===== config.mk =====
export PLATFORM = sky130hd
export DESIGN_NAME = hazard_ctrl_flat
export DESIGN_NICKNAME = d
export VERILOG_FILES = /design/src/rtl/ctrl_pkg.sv /design/src/rtl/hazard_ctrl_if.sv /design/src/rtl/fwd_unit.sv /design/src/rtl/hazard_ctrl.sv /design/src/flat_wrapper.sv
export SDC_FILE = /design/constraint.sdc
export NUM_CORES = 1
export LEC_CHECK = 0
export CAP_MARGIN = 40
export CORE_MARGIN = 2
export CORE_UTILIZATION = 35
export CTS_BUF_LIST = sky130_fd_sc_hd__clkbuf_4
export CTS_CLUSTER_DIAMETER = 80
export DETAILED_ROUTE_END_ITERATION = 6
export PLACE_DENSITY_LB_ADDON = 0.08
export SLEW_MARGIN = 0
export SYNTH_ARGS = -nofsm -noshare
export SYNTH_HDL_FRONTEND = slang
export SYNTH_SLANG_ARGS = --single-unit

===== constraint.sdc =====
create_clock -name clk -period 2.4 [get_ports clk]
set_input_delay 0.36 -clock clk [delete_from_list [all_inputs] [get_ports clk]]
set_output_delay 0.36 -clock clk [all_outputs]
set_load 0.05 [all_outputs]

===== src/rtl/ctrl_pkg.sv =====
// Shared pipeline-control definitions: hazard FSM states, forwarding selects and
// opcode constants used by the hazard controller and the decoders.
package ctrl_pkg;

  typedef enum logic [1:0] {
    RUN      = 2'd0,
    MEM_WAIT = 2'd1,
    ERROR    = 2'd2
  } state_e;

  localparam logic [1:0] FWD_RF = 2'b00;
  localparam logic [1:0] FWD_W  = 2'b01;
  localparam logic [1:0] FWD_M  = 2'b10;

  localparam logic [6:0] OPC_LOAD   = 7'b0000011;
  localparam logic [6:0] OPC_STORE  = 7'b0100011;
  localparam logic [6:0] OPC_RTYPE  = 7'b0110011;
  localparam logic [6:0] OPC_BRANCH = 7'b1100011;

endpackage


===== src/rtl/hazard_ctrl_if.sv =====
// Pipeline <-> hazard controller bundle: stage control/indices in, selects and
// stall/flush enables out. The pipeline is master, the controller is slave.
interface hazard_ctrl_if #(
  parameter int unsigned REG_AW = 5,
  parameter int unsigned PERF_W = 16
);
  logic [REG_AW-1:0] Rs1D, Rs2D, Rs1E, Rs2E, RdE, RdM, RdW;
  logic              ResultSrcE, PCSrcE, RegWriteM, RegWriteW, MemReqM, dmem_ready;
  logic [1:0]        ForwardAE, ForwardBE;
  logic              StallF, StallD, StallE, StallM;
  logic              FlushD, FlushE, FlushW;
  logic              mem_timeout;
  logic [PERF_W-1:0] stall_cnt;

  modport master (
    output Rs1D, Rs2D, Rs1E, Rs2E, RdE, RdM, RdW,
    output ResultSrcE, PCSrcE, RegWriteM, RegWriteW, MemReqM, dmem_ready,
    input  ForwardAE, ForwardBE, StallF, StallD, StallE, StallM,
    input  FlushD, FlushE, FlushW, mem_timeout, stall_cnt
  );

  modport slave (
    input  Rs1D, Rs2D, Rs1E, Rs2E, RdE, RdM, RdW,
    input  ResultSrcE, PCSrcE, RegWriteM, RegWriteW, MemReqM, dmem_ready,
    output ForwardAE, ForwardBE, StallF, StallD, StallE, StallM,
    output FlushD, FlushE, FlushW, mem_timeout, stall_cnt
  );
endinterface


===== src/rtl/fwd_unit.sv =====
// Combinational ALU operand forwarding: the M-stage result wins over the W-stage
// result; x0 is never forwarded.
module fwd_unit
  import ctrl_pkg::*;
#(
  parameter int unsigned REG_AW = 5
) (
  input  logic              RegWriteM,
  input  logic [REG_AW-1:0] RdM,
  input  logic              RegWriteW,
  input  logic [REG_AW-1:0] RdW,
  input  logic [REG_AW-1:0] Rs1E,
  input  logic [REG_AW-1:0] Rs2E,
  output logic [1:0]        ForwardAE,
  output logic [1:0]        ForwardBE
);

  function automatic logic [1:0] fwd_sel(input logic [REG_AW-1:0] rs);
    if (RegWriteM && (RdM != '0) && (RdM == rs)) begin
      return FWD_M;
    end else if (RegWriteW && (RdW != '0) && (RdW == rs)) begin
      return FWD_W;
    end
    return FWD_RF;
  endfunction

  always_comb begin
    ForwardAE = fwd_sel(Rs1E);
    ForwardBE = fwd_sel(Rs2E);
  end

endmodule


===== src/rtl/hazard_ctrl.sv =====
// Hazard and stall sequencer for the 5-stage core: load-use stalls, branch
// flushes, whole-pipeline hold on slow data memory, sticky timeout, stall counter.
module hazard_ctrl
  import ctrl_pkg::*;
#(
  parameter int unsigned REG_AW      = 5,
  parameter int unsigned TIMEOUT_CYC = 255,
  parameter int unsigned CNT_W       = 8,
  parameter int unsigned PERF_W      = 16
) (
  input logic         clk,
  input logic         rst,
  hazard_ctrl_if.slave bus
);

  state_e            state_q, state_d;
  logic [CNT_W-1:0]  wait_q, wait_d;
  logic [PERF_W-1:0] stall_cnt_q;
  logic [1:0]        fwd_a, fwd_b;
  logic              lw_stall, hold, stall_any;

  fwd_unit #(
    .REG_AW(REG_AW)
  ) u_fwd (
    .RegWriteM(bus.RegWriteM),
    .RdM      (bus.RdM),
    .RegWriteW(bus.RegWriteW),
    .RdW      (bus.RdW),
    .Rs1E     (bus.Rs1E),
    .Rs2E     (bus.Rs2E),
    .ForwardAE(fwd_a),
    .ForwardBE(fwd_b)
  );

  always_comb begin
    state_d         = state_q;
    wait_d          = wait_q;
    hold            = 1'b0;
    bus.ForwardAE   = fwd_a;
    bus.ForwardBE   = fwd_b;
    bus.StallF      = 1'b0;
    bus.StallD      = 1'b0;
    bus.StallE      = 1'b0;
    bus.StallM      = 1'b0;
    bus.FlushD      = 1'b0;
    bus.FlushE      = 1'b0;
    bus.FlushW      = 1'b0;
    bus.mem_timeout = 1'b0;
    lw_stall = bus.ResultSrcE && (bus.RdE != '0) &&
               ((bus.RdE == bus.Rs1D) || (bus.RdE == bus.Rs2D));

    // Priority: memory hold > branch flush > load-use stall.
    unique case (state_q)
      RUN: begin
        if (bus.MemReqM && !bus.dmem_ready) begin
          hold    = 1'b1;
          state_d = MEM_WAIT;
          wait_d  = CNT_W'(1);
        end else if (bus.PCSrcE) begin
          bus.FlushD = 1'b1;
          bus.FlushE = 1'b1;
        end else if (lw_stall) begin
          bus.StallF = 1'b1;
          bus.StallD = 1'b1;
          bus.FlushE = 1'b1;
        end
      end
      MEM_WAIT: begin
        hold = 1'b1;
        if (bus.dmem_ready) begin
          state_d = RUN;
          wait_d  = '0;
        end else if (wait_q == CNT_W'(TIMEOUT_CYC)) begin
          state_d = ERROR;
        end else begin
          wait_d = wait_q + CNT_W'(1);
        end
      end
      ERROR: begin
        hold            = 1'b1;
        bus.mem_timeout = 1'b1;
      end
      default: state_d = RUN;
    endcase

    if (hold) begin
      bus.StallF = 1'b1;
      bus.StallD = 1'b1;
      bus.StallE = 1'b1;
      bus.StallM = 1'b1;
      bus.FlushW = 1'b1;
    end

    // Every output reads zero while reset is held, forwarding included.
    if (!rst) begin
      bus.ForwardAE   = FWD_RF;
      bus.ForwardBE   = FWD_RF;
      bus.StallF      = 1'b0;
      bus.StallD      = 1'b0;
      bus.StallE      = 1'b0;
      bus.StallM      = 1'b0;
      bus.FlushD      = 1'b0;
      bus.FlushE      = 1'b0;
      bus.FlushW      = 1'b0;
      bus.mem_timeout = 1'b0;
    end

    stall_any     = bus.StallF | bus.StallD | bus.StallE | bus.StallM;
    bus.stall_cnt = stall_cnt_q;
  end

  always_ff @(posedge clk or negedge rst) begin
    if (!rst) begin
      state_q     <= RUN;
      wait_q      <= '0;
      stall_cnt_q <= '0;
    end else begin
      state_q <= state_d;
      wait_q  <= wait_d;
      if (stall_any && (stall_cnt_q != '1)) begin
        stall_cnt_q <= stall_cnt_q + PERF_W'(1);
      end
    end
  end

endmodule


===== src/flat_wrapper.sv =====
// flat-port wrapper written by rule: the top's interface ports become plain ports
module hazard_ctrl_flat import ctrl_pkg::*;
#(
  parameter int unsigned REG_AW      = 5,
  parameter int unsigned TIMEOUT_CYC = 255,
  parameter int unsigned CNT_W       = 8,
  parameter int unsigned PERF_W      = 16
)
  (clk, rst, bus_Rs1D, bus_Rs2D, bus_Rs1E, bus_Rs2E, bus_RdE, bus_RdM, bus_RdW, bus_ResultSrcE, bus_PCSrcE, bus_RegWriteM, bus_RegWriteW, bus_MemReqM, bus_dmem_ready, bus_ForwardAE, bus_ForwardBE, bus_StallF, bus_StallD, bus_StallE, bus_StallM, bus_FlushD, bus_FlushE, bus_FlushW, bus_mem_timeout, bus_stall_cnt);
  hazard_ctrl_if #(.REG_AW(REG_AW), .PERF_W(PERF_W)) bus_i ();
  input logic clk;
  input logic rst;
  input wire logic [$bits(bus_i.Rs1D)-1:0] bus_Rs1D;
  input wire logic [$bits(bus_i.Rs2D)-1:0] bus_Rs2D;
  input wire logic [$bits(bus_i.Rs1E)-1:0] bus_Rs1E;
  input wire logic [$bits(bus_i.Rs2E)-1:0] bus_Rs2E;
  input wire logic [$bits(bus_i.RdE)-1:0] bus_RdE;
  input wire logic [$bits(bus_i.RdM)-1:0] bus_RdM;
  input wire logic [$bits(bus_i.RdW)-1:0] bus_RdW;
  input wire logic [$bits(bus_i.ResultSrcE)-1:0] bus_ResultSrcE;
  input wire logic [$bits(bus_i.PCSrcE)-1:0] bus_PCSrcE;
  input wire logic [$bits(bus_i.RegWriteM)-1:0] bus_RegWriteM;
  input wire logic [$bits(bus_i.RegWriteW)-1:0] bus_RegWriteW;
  input wire logic [$bits(bus_i.MemReqM)-1:0] bus_MemReqM;
  input wire logic [$bits(bus_i.dmem_ready)-1:0] bus_dmem_ready;
  output wire logic [$bits(bus_i.ForwardAE)-1:0] bus_ForwardAE;
  output wire logic [$bits(bus_i.ForwardBE)-1:0] bus_ForwardBE;
  output wire logic [$bits(bus_i.StallF)-1:0] bus_StallF;
  output wire logic [$bits(bus_i.StallD)-1:0] bus_StallD;
  output wire logic [$bits(bus_i.StallE)-1:0] bus_StallE;
  output wire logic [$bits(bus_i.StallM)-1:0] bus_StallM;
  output wire logic [$bits(bus_i.FlushD)-1:0] bus_FlushD;
  output wire logic [$bits(bus_i.FlushE)-1:0] bus_FlushE;
  output wire logic [$bits(bus_i.FlushW)-1:0] bus_FlushW;
  output wire logic [$bits(bus_i.mem_timeout)-1:0] bus_mem_timeout;
  output wire logic [$bits(bus_i.stall_cnt)-1:0] bus_stall_cnt;
  assign bus_i.Rs1D = bus_Rs1D;
  assign bus_i.Rs2D = bus_Rs2D;
  assign bus_i.Rs1E = bus_Rs1E;
  assign bus_i.Rs2E = bus_Rs2E;
  assign bus_i.RdE = bus_RdE;
  assign bus_i.RdM = bus_RdM;
  assign bus_i.RdW = bus_RdW;
  assign bus_i.ResultSrcE = bus_ResultSrcE;
  assign bus_i.PCSrcE = bus_PCSrcE;
  assign bus_i.RegWriteM = bus_RegWriteM;
  assign bus_i.RegWriteW = bus_RegWriteW;
  assign bus_i.MemReqM = bus_MemReqM;
  assign bus_i.dmem_ready = bus_dmem_ready;
  assign bus_ForwardAE = bus_i.ForwardAE;
  assign bus_ForwardBE = bus_i.ForwardBE;
  assign bus_StallF = bus_i.StallF;
  assign bus_StallD = bus_i.StallD;
  assign bus_StallE = bus_i.StallE;
  assign bus_StallM = bus_i.StallM;
  assign bus_FlushD = bus_i.FlushD;
  assign bus_FlushE = bus_i.FlushE;
  assign bus_FlushW = bus_i.FlushW;
  assign bus_mem_timeout = bus_i.mem_timeout;
  assign bus_stall_cnt = bus_i.stall_cnt;
  hazard_ctrl #(.REG_AW(REG_AW), .TIMEOUT_CYC(TIMEOUT_CYC), .CNT_W(CNT_W), .PERF_W(PERF_W)) u_core (.clk(clk), .rst(rst), .bus(bus_i));
endmodule

### Word-level counts from Yosys, hierarchy flattened

Index checks and enable logic that the tools add are counted.

* bits in registers: 26
* input bits: 43
* output and inout port bits: 28
* word-level logic and storage cells: 81

* $add $sub $neg: 2
* equality and inequality tests: 13
* mux-type cells: 40
* bitwise gates (word level): 3
* reduce and logical (&&, ||, !) cells: 20

Operators by type and width (count)
* $eq A5 B5 Y1: 6
* $mux W8: 3
* $mux W1: 23
* $mux W2: 11
* $add A16 B1 Y16 const B: 1
* $ne A16 B16 Y1 const B: 1
* $pmux W8 S2: 1
* $reduce_bool A5 Y1: 3
* $logic_and A1 B1 Y1: 10
* $add A8 B1 Y8 const B: 1
* $eq A8 B8 Y1 const B: 1
* $pmux W2 S3: 1
* $reduce_and A3 Y1: 2
* $ne A3 B2 Y1 const B: 1
* $ne A3 B3 Y1 const B: 1
* $eq A2 B1 Y1 const B: 1
* $eq A2 B2 Y1 const B: 1
* $logic_not A2 Y1: 1
* $ne A2 B1 Y1 const B: 1
* $or A1 B1 Y1: 2
* $pmux W1 S2: 1
* $reduce_bool A2 Y1: 1
* $reduce_or A2 Y1: 1
* $logic_not A1 Y1: 1
* other kinds (2): 2

### Logic depth before layout (Yosys ltp)

Gate-level depths: netlist (run 1).

* depth in word-level cells: 12
* depth in mapped cells: 9
* depth with buffers taken out: 8

### Hierarchy

From an unflattened synthesis (run 1), not the netlist that was laid out.

* cell total of the unflattened synthesis: 198
* area, all modules: 1925.6 µm²

By module, submodules not included
* hazard_ctrl: instances 1, cells an instance 164, area each 1655.3 µm², seq. area each 650.6 µm²
* fwd_unit: instances 1, cells an instance 34, area each 270.3 µm², seq. area each 0.0 µm²

### Least setup slack after synthesis (run 1)

Ideal clock, no wire load.

* path type: input port to output port
* from: in bus_RdM[1]
* to: out bus_ForwardAE[0]
* arrival time: 2.711 ns
* data required time: 2.040 ns
* setup slack: -0.671 ns
* stages on the path: 4
* path through: or4_1 -> o21ai_0 -> nor4_1 -> nor4_1

* word-level cells in the longest chain between the ends: 6
* elaborated cells between the ends (all ways): 8
* classes of those cells: 1 x eq/ne; 4 x mux; 3 x reduce/logical

Ends and longest elaborated chain
* start: declaration: line flat_wrapper.sv:18 `input wire logic [$bits(bus_i.RdM)-1:0] bus_RdM;`
* $reduce_bool A5 Y1: line fwd_unit.sv:19 `if (RegWriteM && (RdM != '0) && (RdM == rs)) begin`
* $logic_and A1 B1 Y1: line fwd_unit.sv:19
* $logic_and A1 B1 Y1 *: line fwd_unit.sv:19
* $mux W2 / $mux W1 (equally long branches): line fwd_unit.sv:19
* $mux W2 *: line fwd_unit.sv:24 `return FWD_RF;`
* $mux W2 *: line hazard_ctrl.sv:95 `if (!rst) begin`
* end: declaration: line flat_wrapper.sv:26 `output wire logic [$bits(bus_i.ForwardAE)-1:0] bus_ForwardAE;`

Every way passes the cells marked *; elsewhere a longest branch is shown, timed or not.

### Final worst setup path (run 1)

* from: in bus_RdM[4]
* to: out bus_ForwardAE[0]

Same word-level chain as after synthesis.

==> impl_metrics.toml, run 1 <==
[sta]
fin_crit_ns = 2.36
tightest_slew_ns = 0.570
setup_viol = 0
min_period_over_period = 0.982
hold_viol_final = 0
skew_ns = 0.0181
fmax_mhz = 424
slew_headroom = 0.616
slew_violations = 0
hold_ws_ns = 0.233
fin_ws_ns = 0.0428

[synth]
synth_cell_types = 39
ys_seq_elements = 26
yosysSeqAreaShare = 0.346
syn-num-nets = 242
syn_area_um2 = 1880
yosysWarnings = 0
postSynthAreaPerCell_um2 = 9.75
synthCells = 193

[critical_path]
crit_path_end_kind = "primary output"
worstPathRequired_ns = 2.04
startpoint_type = "input port"
arrival_ns = 2.00
cp_slowest_stage_delay_ns = 0.56
critPathMostFrequentCell = "nor4_4"
crit_path_max_fanout = 2
path_class = "input port to primary output"
crit_chain = "dlymetal6s2s_1 -> or4_4 -> o21ai_4 -> buf_4 -> nor4_4 -> nor4_4 -> buf_12"
cp_slowest_cell = "or4_4"

[place]
hpwl_um = 3940
pre_cts_slack_ns = -0.183
dp.cells = 353
place_congestion = 0.765
portBuffers = 70

[pwr]
combPwrFrac = 0.621
power.density_nw_per_um2 = 769
p_sw_frac = 0.433
ir_worst_vdd_v = 0.000671
p_switching_w = 0.00106
sequentialPowerShare = 0.260
p_leak_nw = 1.43
pwr-share-clk = 0.120
total_power_w = 0.00245
internal_power_w = 0.00139

[routing]
antenna_left = 0
vias = 1700
first_pass_iters = 4
drt_iter0_markers = 37
drc = 0
wl_per_cell_um = 14.0
viasPerCell = 4.71
totalWireLength_um = 5070

[floorplanning]
coreArea_um2 = 5140
ioPinCount = 71
start_util = 0.366
die_y_um = 77.3
die_x_um = 77.3
std_cell_rows = 26
fp.dieArea_um2 = 5980

[finish]
drive_above_1_share = 0.241
utilization = 0.619
diodes = 0
area_delta_synth_final_pct = 68.9
final_common_cell = "clkdlybuf4s50_1"
fillers = 435
instances_no_fill = 361
nets = 341
final_cell_mix = "clkdlybuf4s50_1, xor2_1, dfrtp_1, buf_4, xnor2_1"

[clock_tree]
cts.htree.levels = 1
clk_path_buf_depth = 2
clock_sinks = 26
clock_latency_ns = 0.32
numCtsBuffers = 3
root_buffer = "clkbuf_4"
cts_tree = "built"
postCtsHoldBufs = 0
clk_pin_slew_ns = 0.15

[grt]
grt_overflow = 0
antenna_found_initial = 0
grt_usage = 0.169
grt_pass1_vias = 1657
grt_pass1_wl_um = 8340
grt_max_degree = 19

[outcome]
status = "finished clean"

[run]
cap_violations = 0

[hold_path]
hold_path_class = "input port to asynchronous set/reset pin"
-- power by group through the flow --
stage / clock network, W / registers [W] / logic (W)
CTS: 0.000308 / 0.000635 / 0.00150
floorplan: 0 / 0.000789 / 0.000724
global route: 0.000319 / 0.000651 / 0.00163
detailed placement: 0 / 0.000648 / 0.00145
global placement: 0 / 0.000646 / 0.00144
finish: 0.000293 / 0.000635 / 0.00152
-- critical path, delay by kind of cell --
kind	cells	cell delay, ns
AND/OR/NAND/NOR	3	0.96
buffers and inverters	3	0.48
AO/OA/AOI/OAI	1	0.20
-- cell usage after synthesis --
| cell | instances | area [µm²] |
|---|---|---|
| nand4_1 | 15 | 93.8 |
| o41ai_4 | 1 | 27.5 |
| nor3_1 | 2 | 10.0 |
| a31oi_2 | 1 | 12.5 |
| and3_1 | 6 | 37.5 |
| nor2_1 | 16 | 60.1 |
| o2111ai_1 | 1 | 8.76 |
| nor4_1 | 5 | 31.3 |
| nand2_1 | 6 | 22.5 |
| or4_1 | 4 | 30.0 |
| nand3b_1 | 1 | 7.51 |
| a21o_1 | 1 | 7.51 |
| and2_1 | 5 | 31.3 |
| inv_1 | 8 | 30.0 |
| nand3_4 | 1 | 17.5 |
| o22ai_1 | 2 | 12.5 |
| a21oi_1 | 4 | 20.0 |
| o211ai_1 | 2 | 15.0 |
| o22a_1 | 1 | 8.76 |
| a22oi_2 | 1 | 12.5 |
| nand3_1 | 8 | 40.0 |
| xnor2_1 | 19 | 166 |
| o21a_1 | 1 | 7.51 |
| dfrtp_1 | 26 | 651 |
| buf_6 | 1 | 11.3 |
| or4_4 | 2 | 22.5 |
| nand2b_1 | 1 | 6.26 |
| xor2_1 | 31 | 272 |
| o21ai_4 | 1 | 16.3 |
| nor3_2 | 2 | 20.0 |
| nand2b_4 | 1 | 13.8 |
| ha_1 | 6 | 75.1 |
| buf_4 | 3 | 22.5 |
| a21o_2 | 1 | 8.76 |
| mux2_2 | 1 | 11.3 |
| o21ai_0 | 3 | 15.0 |
| or2b_2 | 1 | 8.76 |
| and2b_2 | 1 | 8.76 |
| o21ai_2 | 1 | 8.76 |
-- worst paths after layout --
| kind | depth (start not counted) | startpoint | slack, ns | endpoint |
|---|---|---|---|---|
| worst max-delay path | 7 | bus_RdM[4] | 0.04 | bus_ForwardAE[0] |
| worst min-delay path | 2 | rst | 0.23 | u_core.bus.stall_cnt[7]$_DFFE_PN0P_ |
| worst max register to register | 6 | u_core.state_q[1]$_DFFE_PN0P_ | 0.32 | u_core.bus.stall_cnt[1]$_DFFE_PN0P_ |
| worst min register to register | 1 | u_core.bus.stall_cnt[11]$_DFFE_PN0P_ | 0.50 | u_core.bus.stall_cnt[11]$_DFFE_PN0P_ |
| max in group asynchronous | 3 | rst | 1.95 | u_core.state_q[1]$_DFFE_PN0P_ |
| min in group clk | 1 | u_core.bus.stall_cnt[11]$_DFFE_PN0P_ | 0.50 | u_core.bus.stall_cnt[11]$_DFFE_PN0P_ |
-- stage by stage --
| stage | instance area (µm²) | TNS, ns |
|---|---|---|
| after floorplan | 1930 | -0.0210 |
| after global placement | 2990 | -0.554 |
| after detailed placement | 2990 | -0.662 |
| after CTS | 3090 | -0.0921 |
| after global routing | 3180 | -0.0178 |
| final | 3180 | 0 |
-- kinds of logic after synthesis --
group                    count (synthesis)  synth area share
flip-flops                              26             0.346
multiplexers                             1           0.00598
AND/OR/NAND/NOR                         77             0.245
XOR/XNOR                                50             0.233
buffers and inverters                   12            0.0339
AO/OA/AOI/OAI                           21            0.0964
adder cells (fa/ha/maj)                  6            0.0399
-- cell type report --
type                       count  area (µm²)  area share
multi-input combinational    155        1280       0.403
timing repair buffer          98        1080       0.339
sequential                    26         651       0.205
tap                           70        87.6      0.0275
clock inverter                 1        30.0     0.00945
inverter                       8        30.0     0.00945
clock buffer                   3        22.5     0.00708
-- timing repair --
| action | in CTS | in global routing |
|---|---|---|
| resized for setup | 16 | 18 |
| setup endpoints to repair | 6 | 7 |
| pin swaps | 3 | 6 |
| buffers inserted | 1 | 3 |
-- metal layers --
| layer | up-vias | wire length [µm] | global-route usage |
|---|---|---|---|
| met3 | 2 | 269 | 0.0341 |
| met2 | 50 | 2330 | 0.268 |
| li1 | 882 | - | - |
| met1 | 766 | 2460 | 0.242 |
| met4 | 0 | 15 | 0.0286 |
| met5 | - | 0 | 0 |
-- registers in the layout (all words and copies together) (netlist names) --
signal and count:
u_core.state_q 2, u_core.bus.stall_cnt 16, u_core.wait_q 8
No activity file was read; power rests on OpenSTA's default activity.
==> run 2: changes to the inputs <==
--- a/config.mk
+++ b/config.mk
@@ -7,9 +7,9 @@
 export LEC_CHECK = 0
 export CAP_MARGIN = 40
 export CORE_MARGIN = 2
-export CORE_UTILIZATION = 35
+export CORE_UTILIZATION = 40
 export CTS_BUF_LIST = sky130_fd_sc_hd__clkbuf_4
-export CTS_CLUSTER_DIAMETER = 80
+export CTS_CLUSTER_DIAMETER = 40
 export DETAILED_ROUTE_END_ITERATION = 6
 export PLACE_DENSITY_LB_ADDON = 0.08
 export SLEW_MARGIN = 0
==> run 2 against run 1 <==
Worst hold slack worse by 0.068 ns. Final cell count down 4.4%. Clock skew down 0.013 ns. Sequential share of layout area up 0.25 points. Combinational power about the same. Sequential cell count unchanged. Core utilization up 8.8 points. Critical path depth down 1. Via count up 4.1%. Fmax up 0.18%. First-iteration DRC count up 84%. Global-route usage up 2.4 points.
==> impl_metrics.toml, run 2 (same netlist as run 1, synthesis figures left out) <==
[outcome]
status = "finished clean"

[sta]
fin_crit_ns = 2.35
tightest_slew_ns = 0.552
setup_viol = 0
slew_violations = 0
skew_ns = 0.00484
slew_headroom = 0.632
tns_ns = 0
min_period_over_period = 0.980
hold_viol_final = 0
fmax_mhz = 425

[finish]
area_delta_synth_final_pct = 66.9
fillers = 338
nets = 342
multi_input_area_um2 = 1270
regArea_um2 = 651
largest_reg_flops = 16
final_cell_mix = "clkdlybuf4s50_1, xor2_1, buf_4, dfrtp_1, xnor2_1"
utilization = 0.707
final_common_cell = "clkdlybuf4s50_1"
instances_no_fill = 345
finalInstanceArea_um2 = 3140
drive_above_1_share = 0.243

[grt]
grt_overflow = 0
grt_pass1_vias = 1768
antenna_found_initial = 0
grt_max_degree = 19
grt_pass1_wl_um = 8180
grt_usage = 0.194

[critical_path]
arrival_ns = 1.99
startpoint_type = "input port"
crit_chain = "clkdlybuf4s50_1 -> xnor2_1 -> nand3_1 -> nor4_2 -> and2_1 -> buf_12"
worstPathRequired_ns = 2.04
path_class = "input port to primary output"
cp_slowest_stage_delay_ns = 0.60
crit_path_max_fanout = 3
cp_slowest_cell = "clkdlybuf4s50_1"
crit_path_end_kind = "primary output"

[place]
hpwl_um = 3980
place_congestion = 0.896
portBuffers = 70
dp.cells = 335
dpl_cell_area_um2 = 2970

[clock_tree]
clock_latency_ns = 0.32
clock_sinks = 26
numCtsBuffers = 3
root_buffer = "clkbuf_4"
clk_path_buf_depth = 2
cts_tree = "built"
cts.htree.levels = 1
clk_pin_slew_ns = 0.13
postCtsHoldBufs = 0

[floorplanning]
fp.dieArea_um2 = 5270
die_x_um = 72.6
coreArea_um2 = 4440
ioPinCount = 71
std_cell_rows = 24
die_y_um = 72.6
start_util = 0.423

[routing]
first_pass_iters = 4
vias = 1769
antenna_left = 0
wl_per_cell_um = 14.8
drt_iter0_markers = 68
totalWireLength_um = 5100
viasPerCell = 5.13
drc = 0

[run]
cap_violations = 0

[pwr]
ir_worst_vdd_v = 0.000772
p_leak_nw = 1.44
power.density_nw_per_um2 = 754

[hold_path]
hold_path_class = "input port to asynchronous set/reset pin"
## run 2: worst max-delay path: cells and delay by family
| family | cells | cell delay [ns] |
|---|---|---|
| XOR/XNOR | 1 | 0.15 |
| buffers and inverters | 2 | 0.75 |
| AND/OR/NAND/NOR | 3 | 0.75 |
## run 2: power by group
group / total (W) / switching (W) / internal, W / leakage [nW]
clock: 0.000187 / 0.000126 / 0.0000611 / 0.0154
combinational: 0.00155 / 0.000840 / 0.000706 / 1.08
sequential: 0.000636 / 0.000108 / 0.000528 / 0.346
total: 0.00237 / 0.00107 / 0.00129 / 1.44
## run 2: path summary, 6_finish.rpt
path,start,endpoint,slack [ns],depth (start not counted)
setup / recovery,bus_RdM[0],bus_ForwardAE[1],0.05,6
hold / removal,rst,u_core.wait_q[0]$_DFFE_PN0P_,0.16,2
max in group asynchronous,rst,u_core.bus.stall_cnt[6]$_DFFE_PN0P_,1.85,3
min in group clk,u_core.bus.stall_cnt[15]$_DFFE_PN0P_,u_core.bus.stall_cnt[15]$_DFFE_PN0P_,0.51,1
setup reg to reg,u_core.bus.stall_cnt[1]$_DFFE_PN0P_,u_core.bus.stall_cnt[1]$_DFFE_PN0P_,0.26,6
hold reg to reg,u_core.bus.stall_cnt[15]$_DFFE_PN0P_,u_core.bus.stall_cnt[15]$_DFFE_PN0P_,0.51,1
## run 2: area by class of cell
class | count | share of cell area
tap | 52 | 0.0207
multi-input combinational | 155 | 0.404
inverter | 8 | 0.00956
timing repair buffer | 99 | 0.349
sequential | 26 | 0.207
clock inverter | 1 | 0.00120
antenna | 1 | 0.000797
clock buffer | 3 | 0.00717
## run 2: layer usage
metal  wire [µm]  vias to the layer above  track usage
li1            -                      880            -
met1        2350                      828        0.272
met2        2400                       56        0.317
met3         315                        5       0.0276
met4          40                        0       0.0473
met5           0                        -            0
## run 2: repair_timing
action,4_1_cts,5_1_grt
pin swaps,0,8
setup endpoints to repair,6,7
resized for setup,7,25
setup buffers,1,4
## run 2: through the flow
step	power [W]	hold slack, ns	worst slack [ns]
global placement	0.00208	0.484	-0.142
detailed placement	0.00210	0.491	-0.155
finish	0.00237	0.165	0.0471
CTS	0.00234	0.181	-0.0676
global route	0.00251	0.201	-0.0102
floorplan	0.00151	0.0644	-0.0210
